==> src/rtl/argmax_sequencer_if.sv <==
// Score stream and result handshake between the classifier datapath and
// the argmax sequencer.
interface argmax_sequencer_if #(
  parameter int DATA_W = 26,
  parameter int IDX_W  = 4
);
  logic              s_valid;
  logic              s_ready;
  logic [DATA_W-1:0] s_data;
  logic              s_last;
  logic              r_valid;
  logic              r_ready;
  logic [IDX_W-1:0]  r_class;
  logic [DATA_W-1:0] r_score;
  logic              r_err;

  modport master (
    output s_valid, s_data, s_last, r_ready,
    input  s_ready, r_valid, r_class, r_score, r_err
  );

  modport slave (
    input  s_valid, s_data, s_last, r_ready,
    output s_ready, r_valid, r_class, r_score, r_err
  );
endinterface

==> src/rtl/argmax_sequencer.sv <==
// Sequenced argmax over one frame of signed class scores using a single
// comparator, with a held result handshake and framing-error reporting.
module argmax_sequencer #(
  parameter int DATA_W      = 26,
  parameter int NUM_CLASSES = 10,
  parameter int IDX_W       = 4
) (
  input  logic               clk,
  input  logic               rst_n,
  input  logic               start,
  input  logic               abort,
  output logic               busy,
  argmax_sequencer_if.slave  bus
);

  typedef enum logic [1:0] {IDLE, COLLECT, DONE} state_t;

  localparam logic [IDX_W-1:0] LAST_IDX = IDX_W'(NUM_CLASSES - 1);

  state_t                    state;
  state_t                    state_next;
  logic [IDX_W-1:0]          cnt;
  logic signed [DATA_W-1:0]  max_score;
  logic [IDX_W-1:0]          max_idx;
  logic [IDX_W-1:0]          r_class_q;
  logic [DATA_W-1:0]         r_score_q;
  logic                      r_err_q;

  logic                      beat_acc;
  logic                      is_last_cnt;
  logic                      frame_end;
  logic                      take;
  logic signed [DATA_W-1:0]  cand_score;
  logic [IDX_W-1:0]          cand_idx;

  assign bus.s_ready = (state == COLLECT);
  assign bus.r_valid = (state == DONE);
  assign bus.r_class = r_class_q;
  assign bus.r_score = r_score_q;
  assign bus.r_err   = r_err_q;

  // Beat 0 seeds the running max; later beats win only on a strictly
  // greater score, so ties keep the lower class index.
  assign beat_acc    = bus.s_valid && (state == COLLECT);
  assign is_last_cnt = (cnt == LAST_IDX);
  assign frame_end   = beat_acc && (is_last_cnt || bus.s_last);
  assign take        = (cnt == '0) || ($signed(bus.s_data) > max_score);
  assign cand_score  = take ? $signed(bus.s_data) : max_score;
  assign cand_idx    = take ? cnt : max_idx;

  always_comb begin
    state_next = state;
    case (state)
      IDLE:    if (start) state_next = COLLECT;
      COLLECT: if (frame_end) state_next = DONE;
      DONE:    if (bus.r_ready) state_next = IDLE;
      default: state_next = IDLE;
    endcase
    if (abort) state_next = IDLE;
  end

  // The result registers are loaded with the candidate of the final beat so
  // they present the completed frame one cycle after it is accepted and keep
  // the previous result visible while the next frame is being collected.
  always_ff @(posedge clk or negedge rst_n) begin
    if (!rst_n) begin
      state     <= IDLE;
      busy      <= 1'b0;
      cnt       <= '0;
      max_score <= '0;
      max_idx   <= '0;
      r_class_q <= '1;
      r_score_q <= '0;
      r_err_q   <= 1'b0;
    end else begin
      state <= state_next;
      busy  <= (state_next != IDLE);
      if (!abort) begin
        if (state == IDLE && start) begin
          cnt     <= '0;
          r_err_q <= 1'b0;
        end else if (beat_acc) begin
          cnt       <= cnt + 1'b1;
          max_score <= cand_score;
          max_idx   <= cand_idx;
          if (frame_end) begin
            r_class_q <= cand_idx;
            r_score_q <= cand_score;
            r_err_q   <= !(is_last_cnt && bus.s_last);
          end
        end
      end
    end
  end

endmodule

==> src/flat_wrapper.sv <==
// flat-port wrapper written by rule: the top's interface ports become plain ports
module argmax_sequencer_flat 
#(
  parameter int DATA_W      = 26,
  parameter int NUM_CLASSES = 10,
  parameter int IDX_W       = 4
)
  (clk, rst_n, start, abort, busy, bus_s_valid, bus_s_data, bus_s_last, bus_r_ready, bus_s_ready, bus_r_valid, bus_r_class, bus_r_score, bus_r_err);
  argmax_sequencer_if #(.DATA_W(DATA_W), .IDX_W(IDX_W)) bus_i ();
  input  logic clk;
  input  logic rst_n;
  input  logic start;
  input  logic abort;
  output logic busy;
  input wire logic [$bits(bus_i.s_valid)-1:0] bus_s_valid;
  input wire logic [$bits(bus_i.s_data)-1:0] bus_s_data;
  input wire logic [$bits(bus_i.s_last)-1:0] bus_s_last;
  input wire logic [$bits(bus_i.r_ready)-1:0] bus_r_ready;
  output wire logic [$bits(bus_i.s_ready)-1:0] bus_s_ready;
  output wire logic [$bits(bus_i.r_valid)-1:0] bus_r_valid;
  output wire logic [$bits(bus_i.r_class)-1:0] bus_r_class;
  output wire logic [$bits(bus_i.r_score)-1:0] bus_r_score;
  output wire logic [$bits(bus_i.r_err)-1:0] bus_r_err;
  assign bus_i.s_valid = bus_s_valid;
  assign bus_i.s_data = bus_s_data;
  assign bus_i.s_last = bus_s_last;
  assign bus_i.r_ready = bus_r_ready;
  assign bus_s_ready = bus_i.s_ready;
  assign bus_r_valid = bus_i.r_valid;
  assign bus_r_class = bus_i.r_class;
  assign bus_r_score = bus_i.r_score;
  assign bus_r_err = bus_i.r_err;
  argmax_sequencer #(.DATA_W(DATA_W), .NUM_CLASSES(NUM_CLASSES), .IDX_W(IDX_W)) u_core (.clk(clk), .rst_n(rst_n), .start(start), .abort(abort), .busy(busy), .bus(bus_i));
endmodule
==> config.mk <==
export PLATFORM = sky130hd
export DESIGN_NAME = argmax_sequencer_flat
export DESIGN_NICKNAME = d
export VERILOG_FILES = /design/src/rtl/argmax_sequencer_if.sv /design/src/rtl/argmax_sequencer.sv /design/src/flat_wrapper.sv
export SDC_FILE = /design/constraint.sdc
export NUM_CORES = 1
export LEC_CHECK = 0
export ABC_AREA = 0
export CAP_MARGIN = 20
export CORE_MARGIN = 4
export CORE_UTILIZATION = 52
export CTS_BUF_LIST = sky130_fd_sc_hd__clkbuf_8
export CTS_CLUSTER_DIAMETER = 80
export DETAILED_ROUTE_END_ITERATION = 12
export GPL_TIMING_DRIVEN = 1
export HOLD_SLACK_MARGIN = 0.1
export PLACE_DENSITY = 0.79
export SLEW_MARGIN = 20
export SYNTH_ARGS = -nofsm -noshare
export SYNTH_HDL_FRONTEND = slang
export SYNTH_SLANG_ARGS = --single-unit
==> constraint.sdc <==
create_clock -name clk -period 3.5 [get_ports clk]
set_clock_uncertainty 0.15 [all_clocks]
set_input_delay 0.7 -clock clk [delete_from_list [all_inputs] [get_ports clk]]
set_output_delay 0.7 -clock clk [all_outputs]
set_load 0.05 [all_outputs]
# Word-level counts from Yosys, hierarchy flattened
# Cells that the tools add are included.
dict set report totals {
  reg_bits 68
  output_inout_bits 34
  elab_cells 43
}
dict set report classes {
  addsub 1
  n_lt_le_gt_ge 1
  eq_ne 3
  muxes 12
  n_bitwise 2
  reduce_logical 16
}
# operator n
set ops {}
lappend ops {{$gt A26 B26 Y1} 1}
lappend ops {{$mux W26} 1}
lappend ops {{$mux W4} 3}
lappend ops {{$mux W2} 4}
lappend ops {{$pmux W2 S3} 1}
lappend ops {{$reduce_and A3 Y1} 2}
lappend ops {{$reduce_bool A2 Y1} 3}
lappend ops {{$add A4 B1 Y4 const B} 1}
lappend ops {{$eq A4 B4 Y1 const B} 1}
lappend ops {{$logic_and A1 B1 Y1} 4}
lappend ops {{$logic_not A4 Y1} 1}
lappend ops {{$reduce_and A4 Y1} 1}
lappend ops {{$mux W1} 3}
lappend ops {{$eq A2 B1 Y1 const B} 1}
lappend ops {{$eq A2 B2 Y1 const B} 1}
lappend ops {{$logic_not A2 Y1} 1}
lappend ops {{$logic_or A1 B1 Y1} 2}
lappend ops {{$not A1 Y1} 2}
lappend ops {{$reduce_and A2 Y1} 1}
lappend ops {{$logic_not A1 Y1} 1}

# Longest topological paths before layout
# Gate-level depths: netlist of the first run.
dict set report depth {
  word_depth 7
  depth_mapped 11
  ltp_nobuf 9
}

# Least setup slack after synthesis of the first run
# No wires, ideal clock.
dict set report synth_path {
  path_kind {input -> register}
  from {input port bus_s_data[25]}
  to {register u_core.max_idx[0]}
  setup_ps 125
  t_arrival_ps 2595
  t_required_ps 3225
  path_slack_ps 630
  stages 10
  n_path_buf 2
  path_cell_list {ha_1 -> nand4_2 -> nor3_1 -> a211oi_2 -> nand2b_1 -> and2_1 -> a21oi_1 -> buf_4 -> buf_6 -> mux2_4}
}
dict set report synth_between {
  elab_chain_cells 3
}
# item line
set synth_lines {}
lappend synth_lines {{start, declared} flat_wrapper.sv:16} ;# input wire logic [$bits(bus_i.s_data)-1:0] bus_s_data;
lappend synth_lines {{$gt A26 B26 Y1} argmax_sequencer.sv:47} ;# assign take = (cnt == '0) || ($signed(bus.s_data) > max_score);
lappend synth_lines {{$logic_or A1 B1 Y1} argmax_sequencer.sv:47}
lappend synth_lines {{$mux W4} argmax_sequencer.sv:49} ;# assign cand_idx = take ? cnt : max_idx;
lappend synth_lines {{end signal, assigned} argmax_sequencer.sv:85} ;# max_idx <= cand_idx;
lappend synth_lines {{end, declared} argmax_sequencer.sv:24} ;# logic [IDX_W-1:0] max_idx;
# Every way passes these cells.
# A chain may end at the register's enable or synchronous reset.

# Final worst setup path of the first run
dict set report layout_path {
  from {input port bus_s_data[19]}
  to {register u_core.max_score[5]}
}
dict set report layout_between {
  elab_chain_cells 3
}
# item line
set layout_lines {}
lappend layout_lines {{$gt A26 B26 Y1} argmax_sequencer.sv:47}
lappend layout_lines {{$logic_or A1 B1 Y1} argmax_sequencer.sv:47}
lappend layout_lines {{$mux W26} argmax_sequencer.sv:48} ;# assign cand_score = take ? $signed(bus.s_data) : max_score;
lappend layout_lines {{end signal, assigned} argmax_sequencer.sv:84} ;# max_score <= cand_score;
lappend layout_lines {{end, declared} argmax_sequencer.sv:23} ;# logic signed [DATA_W-1:0] max_score;
# Every way passes these cells.

==> results.json, run 1 <==
{
  "worst_slew_pin_slew_ns": 0.771,
  "power.leakage_nw": 2.15,
  "finalCriticalPeriod_ns": 3.07,
  "synth-xor-area-share": 0.00234,
  "grt.overflow.total": 0,
  "hold_path.class": "in -> async",
  "cts_max_path_buffers": 2,
  "vdd_drop_max_v": 0.000414,
  "synth_cell_types": 41,
  "area_growth_syn_to_layout_pct": 28.3,
  "rows": 30,
  "fin_tns_setup_ns": 0,
  "pin_count": 67,
  "grt_pass1_wl_um": 15300,
  "hpwlAfterDp_um": 6230,
  "antenna_found_initial": 0,
  "synth_top_family_by_area": "compound AO/OA/AOI/OAI gates",
  "synthSimpleGateAreaFrac": 0.0979,
  "die-height_um": 92.9,
  "grt_use_met2": 0.352,
  "r2r-start": "u_core.max_score[21]",
  "avgRoutedWirePerCell_um": 16.2,
  "io_buffer_count": 66,
  "globalRouteMet3Util": 0.0504,
  "dpl.cell_count": 542,
  "dr.first_iter.drc_count": 131,
  "post_cts_resized": 0,
  "synthAdderAreaFrac": 0.0969,
  "finalHoldViolCount": 0,
  "grt_max_degree": 37,
  "synth_fp_nets": 451,
  "max_stage_delay_ns": 0.47,
  "synth_cells": 389,
  "clk_pin_slew_ns": 0.07,
  "cts_setup_buffers": 0,
  "slew-limit-headroom": 0.486,
  "power.density_mw_per_mm2": 768,
  "end_kind": "flop",
  "drive_above_1_share": 0.106,
  "synthMuxAreaShare": 0.0932,
  "syn_area_mm2": 0.00374,
  "cts_root_buf": "clkbuf_8",
  "synth-edff-count": 0,
  "layout_common_cells": "clkdlybuf4s50_1, dfrtp_1, nor2_1, o21ai_0, a21oi_1",
  "initial_core_util": 0.542,
  "critPathTopFamily": "buffers and inverters",
  "grt.total_usage": 0.221,
  "met1_usage": 0.292,
  "die_x_um": 92.9,
  "cap_viol_max_count": 0,
  "setup_ws_ns": 0.434,
  "crit_buf_inv": 2,
  "first_pass_iters": 4,
  "h-tree-depth": 3,
  "cts_tree": "built",
  "cts_buffers": 9,
  "grt_pass1_vias": 3222,
  "slew_viol_final": 0,
  "required_ns": 3.58,
  "die_area_mm2": 0.00862,
  "clk_latency_ns": 0.35,
  "ctsHoldBuffers": 0,
  "ys_seq_area_frac": 0.456,
  "cp_slowest_cell": "clkdlybuf4s50_1",
  "critPathLaunch": "bus_s_data[19]",
  "instances_no_fill": 558,
  "ys_warn_count": 0,
  "setup_viol": 0,
  "num_antenna_cells": 0,
  "cts_sinks": 68,
  "detail-route-antenna-nets": 0,
  "ys_seq_elements": 68,
  "status": "finished clean",
  "max_freq_mhz": 326,
  "critPathKind": "in -> reg",
  "synthArstFlopShare": 1.00,
  "path_cells": "clkdlybuf4s50_1, ha_1, nand4_1, nor4_2, o21a_1, o211ai_2, a21oi_4, buf_4, mux2_1",
  "drc": 0,
  "top_usage_layer": "met2",
  "vias": 3157,
  "rsz0062_at_grt": "false",
  "core_mm2": 0.00691,
  "routed_wl_um": 9060,
  "worstPathMaxFanout": 13,
  "finalCritPeriodShare": 0.876,
  "synth_compound_area_frac": 0.195,
  "gp_congestion": 0.798,
  "dp_worst_setup_slack_ns": 0.0724,
  "vias_per_cell": 5.66,
  "fin_nets": 519,
  "critPathLaunchType": "input port",
  "arrival_ns": 3.15,
  "layout_commonest_cell": "clkdlybuf4s50_1",
  "avgSynthCellArea_um2": 9.62,
  "synth_ff_type": "dfrtp_1"
}
## final cells by class
class | count | area, µm²
fillers | 560 | 2100
multi-input cells | 266 | 1830
flip-flops and latches | 68 | 1710
repair buffers | 78 | 783
clock buffers | 12 | 165
inverters | 34 | 128
well taps | 96 | 120
clock inverters | 4 | 70.1
## cells by family after synthesis
kind of cell	count (synthesis)
AO/OA/AOI/OAI	128
XOR/XNOR	1
adder cells (fa/ha/maj)	29
buffers and inverters	55
flip-flops	68
multiplexers	28
AND/OR/NAND/NOR	80
## cell usage after synthesis (2+ instances only)
cell type | n | area share
nor2_1 | 41 | 0.041
nand4_1 | 5 | 0.0084
o211ai_1 | 2 | 0.0040
ha_1 | 29 | 0.097
o22ai_1 | 2 | 0.0033
mux2_1 | 19 | 0.057
mux2_4 | 9 | 0.036
buf_2 | 3 | 0.0040
a21oi_1 | 40 | 0.053
nor2b_1 | 3 | 0.0050
a31oi_1 | 32 | 0.053
nand2_1 | 15 | 0.015
inv_1 | 34 | 0.034
nand2b_1 | 2 | 0.0033
clkbuf_1 | 16 | 0.016
nand3_1 | 6 | 0.0080
dfstp_2 | 4 | 0.028
dfrtp_1 | 64 | 0.43
o21ai_1 | 2 | 0.0027
o21ai_0 | 40 | 0.053
## sequential cells by signal, indices dropped and copies added (netlist names)
signal / flops
u_core.busy: 1
u_core.bus.r_class: 4
u_core.bus.r_score: 26
u_core.cnt: 4
u_core.max_score: 26
u_core.max_idx: 4
u_core.state: 2
u_core.bus.r_err: 1
## through the flow
stage	power, W	utilization	hold WS, ns	instance area (µm²)
after detailed placement	0.00294	0.661	0.345	4570
after global routing	0.00392	0.695	0.333	4800
final	0.00369	0.695	0.276	4800
after CTS	0.00371	0.695	0.293	4800
after global placement	0.00288	0.661	0.341	4570
after floorplan	0.00235	-	0.254	3740
## worst paths after layout
kind / end / slack (ns) / depth (start not counted)
max: u_core.max_score[5] / 0.43 / 9
min: u_core.bus.r_score[23] / 0.28 / 1
max reg2reg: u_core.max_score[5] / 0.85 / 9
min reg2reg: u_core.bus.r_class[0] / 0.35 / 2
max in group asynchronous: u_core.bus.r_score[16] / 2.27 / 2
min in group clk: u_core.bus.r_class[0] / 0.35 / 2
## metal layers
metal  up-vias  share of wire
li1       1517              -
met1      1513           0.45
met2       114           0.47
met3        13          0.063
met4         0          0.018
met5         -              0
## power breakdown
part | switching [W] | internal [W] | total [W]
Combinational | 0.00106 | 0.000643 | 0.00170
Sequential | 0.000175 | 0.00106 | 0.00123
Clock | 0.000299 | 0.000457 | 0.000756
Total | 0.00153 | 0.00216 | 0.00369
## worst reg2reg max path: cells and delay by family, from the launching register on
kind | cells | cell delay [ns]
adders and majority gates | 1 | 0.30
buffers and inverters | 2 | 0.31
DFF | 1 | 0.38
AOI/OAI and AO/OA | 3 | 0.53
muxes | 1 | 0.35
and+or+nand+nor | 2 | 0.52
Note: power is estimated with default switching activity, not from simulation.
==> run 2: changes to the inputs <==
--- a/config.mk
+++ b/config.mk
@@ -9,7 +9,7 @@
 export CAP_MARGIN = 20
 export CORE_MARGIN = 4
 export CORE_UTILIZATION = 52
-export CTS_BUF_LIST = sky130_fd_sc_hd__clkbuf_8
+export CTS_BUF_LIST = sky130_fd_sc_hd__clkbuf_4 sky130_fd_sc_hd__clkbuf_8
 export CTS_CLUSTER_DIAMETER = 80
 export DETAILED_ROUTE_END_ITERATION = 12
 export GPL_TIMING_DRIVEN = 1
==> constraint.sdc (replaced) <==
create_clock -name clk -period 3.5 [get_ports clk]
set_clock_uncertainty 0.15 [all_clocks]
set_input_delay 0.7 -clock clk [delete_from_list [all_inputs] [get_ports clk]]
set_output_delay 0.7 -clock clk [all_outputs]
set_load 0.01 [all_outputs]
==> results of run 2 <==
The final DEF is identical to that of run 1. Status: finished clean.
Main changes from that run: total power 0.00369 W -> 0.00332 W; worst IR drop on VDD 0.000414 V -> 0.000359 V
